## config.mk

```make
export PLATFORM = sky130hd
export DESIGN_NAME = cgra0_input_stream_ctrl
export DESIGN_NICKNAME = d
export VERILOG_FILES = /design/src/rtl/cgra0_input_stream_ctrl_pkg.sv /design/src/rtl/cgra0_sync_fifo.sv /design/src/rtl/cgra0_input_stream_ctrl.sv
export SDC_FILE = /design/constraint.sdc
export NUM_CORES = 1
export LEC_CHECK = 0
export CAP_MARGIN = 25
export CORE_MARGIN = 1.5
export CORE_UTILIZATION = 60
export DETAILED_ROUTE_END_ITERATION = 10
export GPL_ROUTABILITY_DRIVEN = 0
export PLACE_DENSITY_LB_ADDON = 0.2
export SLEW_MARGIN = 20
export SYNTH_ARGS = -nofsm -noshare
export SYNTH_HDL_FRONTEND = slang
export SYNTH_HIERARCHICAL = 1
export SYNTH_SLANG_ARGS = --single-unit
```

## constraint.sdc

```tcl
create_clock -name clk -period 4.7 [get_ports clk]
set_clock_uncertainty 0.2 [all_clocks]
set_input_delay 1.41 -clock clk [delete_from_list [all_inputs] [get_ports clk]]
set_output_delay 1.41 -clock clk [all_outputs]
set_load 0.1 [all_outputs]
```

## src/rtl/cgra0_input_stream_ctrl_pkg.sv

```systemverilog
// cgra0_input_stream_ctrl_pkg: shared FSM encoding and default widths for the CGRA stream controllers
package cgra0_input_stream_ctrl_pkg;
    typedef enum logic [1:0] {IDLE = 2'd0, FETCH = 2'd1, DRAIN = 2'd2, DONE = 2'd3} state_t;
    localparam int DEF_DATA_WIDTH = 16;
    localparam int DEF_CNT_WIDTH = 32;
endpackage

```

## src/rtl/cgra0_sync_fifo.sv

```systemverilog
// cgra0_sync_fifo: first-word-fall-through synchronous FIFO with occupancy count
module cgra0_sync_fifo #(
    parameter int DATA_WIDTH = 16,
    parameter int DEPTH_LOG = 3
) (
    input  logic                  clk,
    input  logic                  rst,
    input  logic                  push,
    input  logic                  pop,
    input  logic [DATA_WIDTH-1:0] din,
    output logic [DATA_WIDTH-1:0] dout,
    output logic [DEPTH_LOG:0]    count,
    output logic                  full,
    output logic                  empty
);
    logic [DATA_WIDTH-1:0] mem [1 << DEPTH_LOG];
    logic [DEPTH_LOG-1:0] wr_ptr, rd_ptr;
    logic do_push, do_pop;
    assign empty = count == '0;
    assign full = count == (DEPTH_LOG + 1)'(1 << DEPTH_LOG);
    assign do_pop = pop && !empty;
    assign do_push = push && (!full || do_pop);
    assign dout = empty ? '0 : mem[rd_ptr];
    always_ff @(posedge clk) begin
        if (do_push) mem[wr_ptr] <= din;
    end
    always_ff @(posedge clk) begin
        if (rst) begin
            wr_ptr <= '0;
            rd_ptr <= '0;
            count <= '0;
        end else begin
            if (do_push) wr_ptr <= wr_ptr + DEPTH_LOG'(1);
            if (do_pop) rd_ptr <= rd_ptr + DEPTH_LOG'(1);
            count <= count + (DEPTH_LOG + 1)'(do_push) - (DEPTH_LOG + 1)'(do_pop);
        end
    end
endmodule

```

## src/rtl/cgra0_input_stream_ctrl.sv

```systemverilog
// cgra0_input_stream_ctrl: fetches num_data words from memory into a FIFO and streams them to the CGRA
module cgra0_input_stream_ctrl
    import cgra0_input_stream_ctrl_pkg::*;
#(
    parameter int DATA_WIDTH = DEF_DATA_WIDTH,
    parameter int FIFO_DEPTH_LOG = 3,
    parameter int CNT_WIDTH = DEF_CNT_WIDTH,
    parameter int POP_THRESHOLD = 4
) (
    input  logic                  clk,
    input  logic                  rst,
    input  logic                  start,
    input  logic [CNT_WIDTH-1:0]  num_data,
    input  logic                  en_fetch_data,
    output logic                  rd_req,
    input  logic                  rd_valid,
    input  logic [DATA_WIDTH-1:0] rd_data,
    input  logic                  en,
    output logic [DATA_WIDTH-1:0] dout,
    output logic                  available_read,
    output logic                  available_pop,
    output logic                  read_fifo_done
);
    localparam int DEPTH = 1 << FIFO_DEPTH_LOG;
    localparam int CW = FIFO_DEPTH_LOG + 1;
    state_t state, state_nx;
    logic [CNT_WIDTH-1:0] num_q, req_cnt, pop_cnt, fetched_cnt;
    logic [CW-1:0] inflight, fifo_count;
    logic fifo_full, fifo_empty, push, pop, accept;
    assign accept = start && (state == IDLE || state == DONE);
    // a response with nothing outstanding is a protocol error and is dropped
    assign push = rd_valid && inflight != '0;
    assign pop = en && !fifo_empty;
    assign rd_req = state == FETCH && en_fetch_data && req_cnt < num_q && !fifo_full &&
                    ({1'b0, fifo_count} + {1'b0, inflight} < (CW + 1)'(DEPTH));
    assign read_fifo_done = state == DONE;
    cgra0_sync_fifo #(.DATA_WIDTH(DATA_WIDTH), .DEPTH_LOG(FIFO_DEPTH_LOG)) u_fifo (
        .clk(clk),
        .rst(rst),
        .push(push),
        .pop(pop),
        .din(rd_data),
        .dout(dout),
        .count(fifo_count),
        .full(fifo_full),
        .empty(fifo_empty)
    );
    always_comb begin
        state_nx = state;
        if (accept) state_nx = num_data == '0 ? DONE : FETCH;
        else if (state == FETCH && req_cnt == num_q) state_nx = DRAIN;
        else if (state == DRAIN && pop_cnt + CNT_WIDTH'(pop) == num_q) state_nx = DONE;
    end
    always_ff @(posedge clk) begin
        if (rst) begin
            state <= IDLE;
            num_q <= '0;
            req_cnt <= '0;
            pop_cnt <= '0;
            fetched_cnt <= '0;
            inflight <= '0;
            available_read <= 1'b0;
            available_pop <= 1'b0;
        end else begin
            state <= state_nx;
            available_read <= fifo_count != '0;
            available_pop <= fifo_count >= CW'(POP_THRESHOLD) || (fifo_count != '0 && fetched_cnt == num_q);
            inflight <= inflight + CW'(rd_req) - CW'(push);
            if (accept) begin
                num_q <= num_data;
                req_cnt <= '0;
                pop_cnt <= '0;
                fetched_cnt <= '0;
            end else begin
                req_cnt <= req_cnt + CNT_WIDTH'(rd_req);
                pop_cnt <= pop_cnt + CNT_WIDTH'(pop);
                fetched_cnt <= fetched_cnt + CNT_WIDTH'(push);
            end
        end
    end
endmodule

```

---- Word level (Yosys, flattened, before mapping) ----
Memory sizes are Yosys's and may differ from the RTL's. A register that Yosys moved wholly into a read port is not among the register bits.
Index checks and enable logic that the tools add are counted.
word-level totals
  flip-flop bits (word level) ............. 146
  RAM bits ................................ 128
  input port bits ......................... 54
  logic and storage cells ................. 65
  memories kept ........................... 1
memory list
  name        depth  width  read ports  clocked after Yosys merged registers in  wr ports  RTL line               text
  u_fifo.mem  8      16     1           1                                        1         cgra0_sync_fifo.sv:16  logic [DATA_WIDTH-1:0] mem [1 << DEPTH_LOG];
cells by class
  add/subtract/negate cells ............... 10
  $lt $le $gt $ge ......................... 3
  equal/unequal tests ..................... 7
  mux-type cells .......................... 9
  reduce and logical (&&, ||, !) cells .... 24
operators with widths
  cell                                                                                  count
  32-bit by 1-bit adder with 32-bit output                                              3
  32-bit == test                                                                        3
  32-bit logical NOT                                                                    1
  32-bit < comparator                                                                   1
  16-bit two-way mux                                                                    1
  1-bit logical AND                                                                     12
  4-bit by 1-bit adder with 4-bit output                                                2
  2-bit two-way mux                                                                     4
  4-bit nonzero test                                                                    2
  4-bit by 1-bit subtractor with 4-bit output                                           2
  3-bit by 1-bit adder with 3-bit output (second input constant)                        2
  3-bit two-way mux                                                                     2
  4-bit by 4-bit adder with 5-bit output                                                1
  5-bit by 4-bit < comparator with 1-bit output (second input constant)                 1
  2-bit == test (second input constant)                                                 2
  4-bit == test (second input constant)                                                 1
  4-bit by 3-bit greater-or-equal comparator with 1-bit output (second input constant)  1
  4-bit logical NOT                                                                     1
  1-bit logical OR                                                                      3
  3-bit nonzero test                                                                    1
  2-bit by 1-bit == test with 1-bit output (second input constant)                      1
  1-bit logical NOT                                                                     2
  2-bit logical NOT                                                                     1
  1-bit two-way mux                                                                     2
  2-bit OR reduction                                                                    1

---- Longest topological paths before layout ----
  depth after elaboration ................. 9
  depth in mapped cells ................... 19
  depth with buffers taken out ............ 19

---- Cells and area by module ----
The synthesis kept the hierarchy.
by module, submodules not included
  module                   times used  cells an instance  area each (um2)
  cgra0_input_stream_ctrl  1           928                7,790.0
  cgra0_sync_fifo          1           271                5,509.0

---- Worst setup path before layout ----
Ideal clock, no wire load.
  kind .................................... in2reg
  start point ............................. in en_fetch_data
  end point ............................... reg req_cnt[26]
  setup time .............................. 0.128 ns
  data arrival time ....................... 9.005 ns
  data required time ...................... 4.372 ns
  slack ................................... -4.633 ns
  stages on the path ...................... 14
  path buffers ............................ 0
  cell sequence ........................... nor4b_1 nand3_1 a21oi_1 o211ai_1 a2111oi_0 ha_1 ha_1 and2_1 nand4_1 nor3_1 and2_1 nand3_1 xor2_1 nor2_1
between the ends
  cells in the longest elaborated chain, start to end .. 5
RTL lines
  what                                      RTL line                       text
  start: declaration                        cgra0_input_stream_ctrl.sv:14  input logic en_fetch_data,
  1-bit logical AND (4 in series)           cgra0_input_stream_ctrl.sv:34  assign rd_req = state == FETCH && en_fetch_data && req_cnt < num_q && !fifo_full &&
  net rd_req                                cgra0_input_stream_ctrl.sv:15  output logic rd_req,
  32-bit by 1-bit adder with 32-bit output  cgra0_input_stream_ctrl.sv:75  req_cnt <= req_cnt + CNT_WIDTH'(rd_req);
  end signal: assignment                    cgra0_input_stream_ctrl.sv:75
  end: declaration                          cgra0_input_stream_ctrl.sv:27  logic [CNT_WIDTH-1:0] num_q, req_cnt, pop_cnt, fetched_cnt;
The timed path passes the listed nets, and every way through them passes these cells.
A chain may end at the register's enable or synchronous reset.

---- Worst setup path in the final report ----
  start point ............................. reg num_q[12]
  end point ............................... out rd_req
between the ends
  cells in the longest elaborated chain, start to end .. 4
RTL lines
  what                             RTL line                       text
  start: declaration               cgra0_input_stream_ctrl.sv:27
  start signal: assignment         cgra0_input_stream_ctrl.sv:70  num_q <= num_data;
  32-bit < comparator              cgra0_input_stream_ctrl.sv:34
  1-bit logical AND (3 in series)  cgra0_input_stream_ctrl.sv:34
  end: declaration                 cgra0_input_stream_ctrl.sv:15
No other way between the ends.

==> run_results.csv <==
group,metric,value,unit
layout,stdcell_count,1628,
cts,clk_latency,0.54,ns
global_route,grt_max_degree,71,
logic_synthesis,ys_ff_latch,277,
global_route,overflow,0,
logic_synthesis,synth_flop_cell,"dfxtp_1",
global_route,grtUsageTotal,27.64,%
die,die_y,151.9,µm
logic_synthesis,netlist-cell-type-count,73,
routing,drtPass1Iterations,5,
routing,wl,31.55,mm
logic_synthesis,synth_edf_count,128,
global_route,use_met1,35.39,%
logic_synthesis,postSynthAreaPerCell,11.09,µm²
die,core.rowCount,54,
routing,ant_nets,0,
worst_setup_path,critPathLaunchType,"register",
timing,hold_violations,0,
power,power_density,475.1,nW/µm²
cts,clk_pin_slew,0.06,ns
layout,n_antenna_cell,0,
logic_synthesis,syn-num-nets,1311,
timing,min_period_over_period,97.39,%
worst_setup_path,crit_fanout,4,
routing,vias,9587,
power,p_leak,5.867,nW
timing,finalSetupViolations,0,
die,fp.dieArea,23070,µm²
die,fp.dieW,151.9,µm
logic_synthesis,async_reset_ff_share,0,%
routing,drtIter0Drc,756,
routing,drcViolationCount,0,
global_route,met2_usage,47.23,%
logic_synthesis,ys_seq_area_share,51.33,%
power,ir_worst_vdd,0.3887,mV
timing,max-slew-margin-rel,35.41,%
cts,cts_buffers,28,
run_status,status,"complete, no violations",
place,port_buffers,73,
place,dp.cells,1573,
timing,finalMaxSlewViolations,0,
global_route,globalRoute.busiestLayer,"met2",
worst_setup_path,arrival,2.97,ns
layout,area_delta_synth_final,17.67,%
die,io-pin-count,74,
timing,holdWs,0.3118,ns
logic_synthesis,syn-instance-count,1199,
cts,htreeDepth,1,
timing,fmax,218.5,MHz
logic_synthesis,yosysTopAreaCell,"edfxtp_1",
cts,cts-hold-fix-buffers,0,
cts,cts_root_buf,"clkbuf_16",
worst_setup_path,crit_required,3.09,ns
cts,clockBufferDepth,3,
cts,clock_sinks,277,
logic_synthesis,yosysTopAreaCellShare,28.90,%
timing,worstMarginPinSlew,0.9658,ns
logic_synthesis,synth_warnings,6,
die,core_region_area,21760,µm²
layout,fill_cells,1579,
timing,fin_crit,4.577,ns
routing,vias_per_cell,5.889,
power,power,0.007435,W
global_route,antenna_found_initial,0,
routing,wire_per_inst,19.38,µm
logic_synthesis,synthesis.area,13300,µm²
place,dp_hpwl,22.77,mm
global_route,grt_pass1_vias,9485,
global_route,grt_pass1_wl,50.91,mm
worst_setup_path,endpoint_kind,"primary output",
timing,rsz0062_at_grt,"no",
min_path,worstHoldPathType,"reg -> reg",
flow_run,drv_cap,0,
layout,nNetsFinal,1438,
worst_setup_path,critPathKind,"reg -> out",
logic_synthesis,ys_top_cells_by_area,"edfxtp_1 29%, dfxtp_1 22%, mux4_2 5.4%",
layout,drive_gt1_share,15.06,%
global_route,gr-usage-met3,3.708,%
die,start_util,61.13,%
cts,cts_tree,"done",
## repair_timing
item	CTS	global route
resized for setup	1	3
gates cloned	0	0
setup buffers	2	1
pin swaps	2	3
endpoints found under the setup margin	1	1
## worst max-delay path, stage by stage, from the launching register on
cell	delay, ns
dfxtp_1	0.51
inv_1	0.19
ha_1	0.24
a21o_1	0.15
a21o_1	0.17
a21oi_1	0.12
o21ai_0	0.25
a2111oi_4	0.44
buf_4	0.18
buf_12	0.16
## power breakdown
| part | total (W) | leakage (nW) | internal, W | switching (W) |
|---|---|---|---|---|
| sequential | 0.00282 | 2.37 | 0.00270 | 0.000122 |
| combinational | 0.00227 | 3.03 | 0.000759 | 0.00151 |
| clock | 0.00234 | 0.473 | 0.00142 | 0.000928 |
| total | 0.00743 | 5.87 | 0.00487 | 0.00256 |
## flip-flops by register name, indices dropped and copies added (netlist names), named ones only
register and count:
req_cnt 32, u_fifo/wr_ptr 3, available_pop 1, inflight 4, u_fifo/count 4, u_fifo/mem 128
u_fifo/rd_ptr 3, state 2, fetched_cnt 32, pop_cnt 32, available_read 1, num_q 32
## final cells by class
cell class	instances	area [µm²]	share of cell area, %
inverter	61	229.0	1.463
clock inverter	18	224.0	1.431
sequential	277	6830	43.65
clock buffer	34	754.5	4.821
tap	280	350.3	2.239
timing repair buffer	143	1232	7.876
multi-input combinational	815	6028	38.52
## final timing paths
kind	start	endpoint	slack [ns]	cells after the start
worst max-delay path	num_q[12]	rd_req	0.12	9
worst min-delay path	num_q[31]	num_q[31]	0.31	2
worst max register to register	u_fifo/count[2]	state[1]	0.41	17
worst min register to register	num_q[31]	num_q[31]	0.31	2
## layout by cell type (no fill, tap or decap), types with 36 or more instances in the layout
cell type,instances
a21oi_1,59
buf_4,85
clkdlybuf4s50_1,54
dfxtp_1,146
edfxtp_1,128
ha_1,55
inv_1,61
nand2_1,104
nand3_1,45
nand4_1,36
nor2_1,114
xnor2_1,53
xor2_1,76
## synth_stat cells (6+ instances only)
library cell / number
edfxtp_1: 128
a21oi_1: 60
nor2b_1: 10
and2_1: 15
dfxtp_1: 149
and4_1: 7
xnor2_1: 53
a21o_1: 12
xor2_1: 76
ha_1: 56
nand2_1: 104
nand4_1: 36
or3_1: 14
nor4_1: 30
buf_1: 6
clkbuf_1: 20
mux4_2: 32
a22o_1: 16
nor2_1: 114
o21ai_0: 22
inv_1: 61
and3_1: 18
nor3_1: 15
o21a_1: 8
nand3_1: 45
## metal layers
layer | share of wire [%] | vias up
li1 | - | 4577
met1 | 40 | 4566
met2 | 49 | 357
met3 | 6.4 | 87
met4 | 4.6 | 0
met5 | 0 | -
## metrics by stage
| step | setup TNS, ns | worst slack [ns] | utilization (%) | instance area (µm²) |
|---|---|---|---|---|
| finish | 0 | 0.1225 | 71.93 | 15650 |
| floorplan | -1.517 | -0.2744 | - | 13360 |
| global route | 0 | 0.02273 | 71.93 | 15650 |
| detailed placement | -0.7255 | -0.3277 | 67.31 | 14640 |
| global placement | -0.5627 | -0.2719 | 67.31 | 14640 |
| CTS | 0 | 0.01148 | 71.87 | 15640 |
## cells by family after synthesis
kind of cell,after synthesis,synth area share (%)
XOR/XNOR,134,9.342
AO/OA/AOI/OAI,147,7.197
AND/OR/NAND/NOR,438,16.63
buffers and inverters,107,4.027
multiplexers,38,5.899
flip-flops,277,51.33
adder cells (fa/ha/maj),58,5.570
(Power assumes the default switching activity.)
